[config.mk]
export PLATFORM = sky130hd
export DESIGN_NAME = dm_arbiter
export DESIGN_NICKNAME = d
export VERILOG_FILES = /design/src/rtl/dm_arbiter.sv
export SDC_FILE = /design/constraint.sdc
export NUM_CORES = 1
export LEC_CHECK = 0
export CORE_MARGIN = 10
export CORE_UTILIZATION = 36
export CTS_BUF_LIST = sky130_fd_sc_hd__clkbuf_8
export DETAILED_ROUTE_END_ITERATION = 10
export PLACE_DENSITY = 0.87
export SETUP_SLACK_MARGIN = 0.15
export SLEW_MARGIN = 25
export SYNTH_ARGS = -nofsm -noshare
export SYNTH_HDL_FRONTEND = slang
export SYNTH_SLANG_ARGS = --single-unit
[constraint.sdc]
create_clock -name clk -period 4.25 [get_ports clk]
set_input_delay 1.275 -clock clk [delete_from_list [all_inputs] [get_ports clk]]
set_output_delay 1.275 -clock clk [all_outputs]
set_load 0.05 [all_outputs]
[src/rtl/dm_arbiter.sv]
// dm_arbiter: two-port arbiter in front of the 512-byte data memory.
// Port A (pipeline MEM stage) has priority. Port B (debug/DMA) is forced
// through after MAX_WAIT consecutive denied cycles. Illegal accesses are
// granted and consumed but never reach memory, and they return an error pulse.
//
// Handshake: a requester raises x_req with x_we/x_addr/x_wdata/x_type and
// holds them stable until x_gnt is seen high in the same cycle. x_gnt is
// combinational, so each cycle with x_req && x_gnt transfers one request.
// Exactly one x_rvalid pulse follows on the next cycle, carrying x_rdata
// and x_err. There is no backpressure on the response side.
module dm_arbiter #(
    parameter int MAX_WAIT       = 4,
    parameter bit ALLOW_MISALIGN = 1'b0
) (
    input  logic        clk,
    input  logic        rstn,
    input  logic        a_req,
    input  logic        a_we,
    input  logic [8:0]  a_addr,
    input  logic [31:0] a_wdata,
    input  logic [2:0]  a_type,
    output logic        a_gnt,
    output logic        a_rvalid,
    output logic [31:0] a_rdata,
    output logic        a_err,
    input  logic        b_req,
    input  logic        b_we,
    input  logic [8:0]  b_addr,
    input  logic [31:0] b_wdata,
    input  logic [2:0]  b_type,
    output logic        b_gnt,
    output logic        b_rvalid,
    output logic [31:0] b_rdata,
    output logic        b_err,
    output logic        dm_we,
    output logic [8:0]  dm_addr,
    output logic [31:0] dm_din,
    output logic [2:0]  dm_type,
    input  logic [31:0] dm_dout
);

    localparam int            WW    = (MAX_WAIT < 1) ? 1 : $clog2(MAX_WAIT + 1);
    localparam logic [WW-1:0] MAX_W = WW'(MAX_WAIT);

    // DMType encodings shared with dm
    localparam logic [2:0] DM_WORD     = 3'b000;
    localparam logic [2:0] DM_HALF     = 3'b001;
    localparam logic [2:0] DM_HALF_U   = 3'b010;
    localparam logic [2:0] DM_BYTE     = 3'b011;
    localparam logic [2:0] DM_BYTE_U   = 3'b100;

    logic [WW-1:0] wait_cnt;
    logic          b_win;
    logic          any_gnt;
    logic          sel_we;
    logic [8:0]    sel_addr;
    logic [31:0]   sel_wdata;
    logic [2:0]    sel_type;
    logic          sel_legal;
    logic [31:0]   rdata_next;

    // Pick the winner: A by default, B when alone or when its wait has run out
    always_comb begin
        b_win   = b_req && (!a_req || (wait_cnt == MAX_W));
        a_gnt   = a_req && !b_win;
        b_gnt   = b_win;
        any_gnt = a_req || b_req;
    end

    // Route the winner's request fields; all zero when nobody asks
    always_comb begin
        sel_we    = 1'b0;
        sel_addr  = 9'd0;
        sel_wdata = 32'd0;
        sel_type  = 3'd0;
        if (b_win) begin
            sel_we    = b_we;
            sel_addr  = b_addr;
            sel_wdata = b_wdata;
            sel_type  = b_type;
        end else if (a_req) begin
            sel_we    = a_we;
            sel_addr  = a_addr;
            sel_wdata = a_wdata;
            sel_type  = a_type;
        end
    end

    // Legality of the selected access: encoding, store type, bounds, alignment
    always_comb begin
        sel_legal = 1'b1;
        case (sel_type)
            DM_WORD: begin
                if (sel_addr > 9'd508) sel_legal = 1'b0;
                if (!ALLOW_MISALIGN && (sel_addr[1:0] != 2'b00)) sel_legal = 1'b0;
            end
            DM_HALF, DM_HALF_U: begin
                if (sel_addr > 9'd510) sel_legal = 1'b0;
                if (!ALLOW_MISALIGN && sel_addr[0]) sel_legal = 1'b0;
            end
            DM_BYTE, DM_BYTE_U: begin
                sel_legal = 1'b1;
            end
            default: sel_legal = 1'b0;
        endcase
        // unsigned variants only make sense for loads
        if (sel_we && ((sel_type == DM_HALF_U) || (sel_type == DM_BYTE_U))) begin
            sel_legal = 1'b0;
        end
    end

    // Drive memory only for a legal grant; an illegal access sees all zeros
    always_comb begin
        dm_we   = 1'b0;
        dm_addr = 9'd0;
        dm_din  = 32'd0;
        dm_type = 3'd0;
        if (any_gnt && sel_legal) begin
            dm_we   = sel_we;
            dm_addr = sel_addr;
            dm_din  = sel_wdata;
            dm_type = sel_type;
        end
    end

    // Read data is only meaningful for a legal load
    always_comb begin
        rdata_next = (sel_legal && !sel_we) ? dm_dout : 32'd0;
    end

    // Port A response pipe: one pulse per grant
    always_ff @(posedge clk or negedge rstn) begin
        if (!rstn) begin
            a_rvalid <= 1'b0;
            a_rdata  <= 32'd0;
            a_err    <= 1'b0;
        end else begin
            a_rvalid <= a_gnt;
            a_rdata  <= a_gnt ? rdata_next : 32'd0;
            a_err    <= a_gnt && !sel_legal;
        end
    end

    // Port B response pipe: one pulse per grant
    always_ff @(posedge clk or negedge rstn) begin
        if (!rstn) begin
            b_rvalid <= 1'b0;
            b_rdata  <= 32'd0;
            b_err    <= 1'b0;
        end else begin
            b_rvalid <= b_gnt;
            b_rdata  <= b_gnt ? rdata_next : 32'd0;
            b_err    <= b_gnt && !sel_legal;
        end
    end

    // Count consecutive denied B cycles, saturating, cleared on grant or idle
    always_ff @(posedge clk or negedge rstn) begin
        if (!rstn) begin
            wait_cnt <= '0;
        end else if (b_req && !b_gnt) begin
            wait_cnt <= (wait_cnt == MAX_W) ? MAX_W : wait_cnt + 1'b1;
        end else begin
            wait_cnt <= '0;
        end
    end

endmodule

* Word-level counts from Yosys, hierarchy flattened
Cells that the tools add are included.
Word-level totals: output and inout bits 115, flip-flop bits (word level) 71, input bits 126
Operators by class: equality and inequality tests 5, magnitude comparators 2, reductions and logical operators 19, mux-type cells 23, add/subtract/negate cells 1
Operator list (count):
- $mux 32 | 6
- $mux 9 | 3
- $gt 9x9->1 const B | 2
- $mux 3 | 5
- $logic_and 1x1->1 | 8
- $mux 1 | 8
- $eq 3x2->1 const B | 2
- $eq 3x3->1 const B | 2
- $logic_not 1->1 | 4
- $reduce_or 2->1 | 2
- $add 3x1->3 const B | 1
- $eq 3x1->1 const B | 1
- $logic_not 3->1 | 1
- $logic_or 1x1->1 | 3
- $pmux 1 s3 | 1
- $reduce_bool 2->1 | 1

* Longest topological paths before layout
word-level depth 12, gate-level depth with buffers 9, depth with buffers taken out 8

* Least setup slack after synthesis
OpenSTA, ideal clock, no wires.
kind input port to output port, from input port b_req, to output port dm_addr[1], slack -0.722 ns, stages 7, arrival time 3.697 ns, cells stage by stage and3_1 > buf_4 > o22a_2 > a211oi_2 > a21oi_2 > buf_2 > a21oi_1
Between the ends: cells in the longest elaborated chain, start to end 9, elaborated cells on any way between the ends 25, classes of those cells order compare: 2; eq/ne: 4; mux: 10; reduce/logical: 9
Ends and longest elaborated chain:
- from (decl) | line 26 | input logic b_req,
- $logic_and 1x1->1 | line 64 | b_win = b_req && (!a_req || (wait_cnt == MAX_W));
- $mux 9 | line 76 | if (b_win) begin
- $gt 9x9->1, on equally long branches | line 98, 94
- $mux 1, on equally long branches | line 98, 94
- $mux 1, on equally long branches | line 99, 95
- $pmux 1 s3 | line 92 | case (sel_type)
- $mux 1 | line 107 | if (sel_we && ((sel_type == DM_HALF_U) || (sel_type == DM_BYTE_U))) begin
- $logic_and 1x1->1 | line 118 | if (any_gnt && sel_legal) begin
- $mux 9 (*) | line 118
- to (decl) | line 36 | output logic [8:0] dm_addr,
Mark *: on every way between the ends. The rest lies on a longest branch, timed or not.

* Worst setup path after layout
from input port b_addr[0], to output port dm_addr[7]
Between the ends: cells in the longest elaborated chain, start to end 8, elaborated cells on any way between the ends 12, classes of those cells order compare: 2; mux: 8; reduce/logical: 2
Ends and longest elaborated chain:
- from (decl) | line 28 | input logic [8:0] b_addr,
- $mux 9 (*) | line 76
- $gt 9x9->1, on equally long branches | line 98, 94
- $mux 1, on equally long branches | line 98, 94
- $mux 1, on equally long branches | line 99, 95
- $pmux 1 s3 (*) | line 92
- $mux 1 (*) | line 107
- $logic_and 1x1->1 (*) | line 118
- $mux 9 (*) | line 118
Marks and branches as above.

==> results.md <==
- Max Fclk: 235 MHz
- Placeable core area: 8850 sq um
- Critical Path Start Type: primary input
- Cell Rows: 34
- Wire per inst: 24.9 microns
- Cell count after synthesis: 305
- Clock power share: 0.254
- DP Area: 6730 sq um
- TritonCTS clock tree: built
- Status: complete, but fails checks
- Critical Path AT: 2.98 ns
- Synth cell types: 38
- Setup violators final: 1
- Slew margin rel.: 0.429
- TritonRoute pass-1 iters: 6
- H-tree depth: 3
- Clock-pin slew on the worst setup and hold paths: 0.07 ns
- Antenna viol nets, final: 0
- Switching Share: 0.344
- Final nets: 736
- Leakage: 0.00328 uW
- Post-route design area: 7700 sq um
- Slew Viols, Final: 0
- WL final: 18.0 mm
- Fraction of layout cells with a size suffix above 1: 0.354
- Pwr Density: 298 nW/um^2
- Clk Latency, worst-skew pair: 0.33 ns
- Ports: 241
- Hold Fails Final Rpt: 0
- Post-Route Skew: 0.00401 ns
- Placed cell count: 667
- Post-Syn Area per Cell: 10.8 sq um
- Sink Count: 71
- Final Wtd Congestion: 0.885
- Critical-path top delay cell: o31a_4
- Gate power share: 0.438
- DIE AREA: 13400 sq um
- Area delta synth->final: 133%
- Sequential Power Share: 0.308
- I/O Buffers: 240
- Cell Int Power: 1500 uW
- DRT iter0 DRCs: 265
- Total Routing Usage GR: 0.239
- CP Class: in2out
- Initial antenna violation count: 2
- Syn_nets: 433
- Height of the die: 116 microns
- Vias per Instance: 5.37
- Vias in the first global route: 4315
- Critical path required time: 2.97 ns
- RSZ-0062 raised after global routing: yes
- Max-cap violations: 0
- Worst-margin pin slew: 0.857 ns
- Layout Cells excl Fill: 723
- Worst path cell trace: dlygate4sd2_1 > nand2_2 > buf_6 > o22a_4 > nand2_1 > o31a_4 > clkbuf_16 > a21oi_4 > buf_12
- Yosys warnings: 0
- DP Worst Slack: -0.409 ns
- Mapped Area: 3310 sq um
- Final core area utilization: 0.870
- Filler Cell Count: 380
- Failing checks: setup timing
- Register area share after synthesis: 0.537
- Period utilization: 1.00
- Switch Pwr: 789 uW
- Worst hold path type: reg2reg
- Largest net degree at the start of global routing: 43
- Vias: 3886
- Global-route wire length before repair: 24.6 mm
- Maximum vdd drop: 0.138 mV
- Overflow after GRT: 0
- CTS Buf Count: 9
- Die W: 116 microns
- HPWL after DPL: 11.8 mm
- # hold bufs at CTS: 0
- Drt drc: 0
- Min Tclk post-route: 4.25 ns
- Critical path's largest stage delay: 0.45 ns
- Clk buf depth: 2
- Crit-path max FO: 7
- #FFs+latches synth: 71
- Initial Utilization: 0.374
- Final WS setup: -0.00250 ns
- CP Capture Type: primary output
- Clock Tree Root: clkbuf_8
## per-layer routing
layer	vias to the layer above	share of wire	global-route usage
li1	1688	-	-
met1	1883	0.33	0.229
met2	265	0.53	0.441
met3	50	0.11	0.103
met4	0	0.034	0.0984
met5	-	0	0
## stage by stage
stage / total power [uW] / TNS, ns / hold slack, ns
floorplan: 1190 / -4.94 / 0.435
global placement: 1540 / -14.45 / 0.450
detailed placement: 1560 / -15.88 / 0.474
CTS: 2250 / 0 / 0.484
global route: 2370 / -0.0429 / 0.506
finish: 2290 / -0.00250 / 0.482
## cell usage after synthesis (all sizes together)
master  number  area share
nor2         3      0.0034
nor3         2      0.0030
o31a         1      0.0026
nand4        1      0.0019
clkinv       1      0.0011
a21boi       1      0.0057
and4         1      0.0026
buf         17       0.038
and2        67        0.13
clkbuf       8      0.0091
nand2       13       0.016
and3         9       0.017
a21bo        1      0.0030
a32oi        2      0.0076
a21oi       50       0.077
nor3b        1      0.0023
inv          3      0.0034
dfrtp       71        0.54
a22oi       33       0.075
ha           2      0.0076
o22ai        4       0.014
nand3        2      0.0030
a211oi       1      0.0038
o21ai        2      0.0042
o22a         4       0.014
a221oi       2       0.016
nand2b       2      0.0038
mux2i        1      0.0030
## kinds of logic (layout without fill, tap and decap cells)
kind of cell / Yosys count / in the layout / share of synthesized area
other: 0 / 2 / 0
AO/OA/AOI/OAI: 101 / 101 / 0.222
AND/OR/NAND/NOR: 101 / 101 / 0.179
flip-flops: 71 / 71 / 0.537
multiplexers: 1 / 1 / 0.00303
buffers and inverters: 29 / 337 / 0.0514
adder cells (fa/ha/maj): 2 / 2 / 0.00756
## critical path: cells and delay by family
kind / cells / cell delay [ns]
compound gates: 3 / 0.76
buf+inv: 4 / 0.74
simple gates: 2 / 0.20
## placed cells by master (no fill, tap or decap), types with 2 or more instances in the layout
| master | instances |
|---|---|
| buf_12 | 32 |
| nor2_1 | 3 |
| and3_1 | 8 |
| nand2_2 | 9 |
| buf_8 | 15 |
| a221oi_4 | 2 |
| dfrtp_1 | 71 |
| nand2b_1 | 2 |
| clkbuf_8 | 10 |
| a22oi_1 | 33 |
| inv_1 | 4 |
| o22ai_4 | 3 |
| nand3_2 | 2 |
| clkbuf_16 | 2 |
| bufinv_16 | 2 |
| ha_1 | 2 |
| diode_2 | 2 |
| a21oi_1 | 6 |
| buf_6 | 24 |
| and2_1 | 65 |
| and2_4 | 2 |
| buf_16 | 5 |
| buf_4 | 48 |
| o22a_4 | 2 |
| clkdlybuf4s50_1 | 178 |
| nand2_1 | 4 |
| dlygate4sd2_1 | 11 |
| a21oi_4 | 43 |
## registers in the layout (all words and copies together) (netlist names)
| register | cells |
|---|---|
| b_err | 1 |
| a_rdata | 32 |
| b_rdata | 32 |
| wait_cnt | 3 |
| b_rvalid | 1 |
| a_rvalid | 1 |
| a_err | 1 |
## power by group through the flow
stage | sequential (uW) | combinational, uW | clock [uW]
floorplan | 799 | 390 | 0
global placement | 718 | 825 | 0
detailed placement | 719 | 843 | 0
CTS | 706 | 948 | 597
global route | 708 | 1030 | 625
finish | 706 | 1000 | 582
## path summary, 6_finish.rpt
path	startpoint	to	slack [ns]	depth (start not counted)
min in group asynchronous	rstn	b_rdata[14]	1.05	1
min reg2reg	wait_cnt[0]	wait_cnt[0]	0.48	1
max	b_addr[0]	dm_addr[7]	-0.003	9
min	wait_cnt[0]	wait_cnt[0]	0.48	1
max in group asynchronous	rstn	b_err	2.27	2
max reg2reg	wait_cnt[0]	b_rdata[0]	1.08	14
## what timing repair did
item | in CTS | in global routing
pin swaps | 17 | 45
cloned | 5 | 2
buffers inserted | 24 | 6
gates resized for setup | 95 | 18
hold endpoints to repair | 0 | 0
endpoints found under the setup margin | 46 | 43
## cell type report
class	instances	area, sq um	area share
timing repair buffer	317	3580	0.465
multi-input combinational	205	1970	0.255
sequential	71	1780	0.231
clock buffer	10	138	0.0179
tap	108	135	0.0176
clock inverter	6	85.1	0.0111
inverter	4	15.0	0.00195
antenna	2	5.00	0.000650
Power figures use the tool's default switching activity.
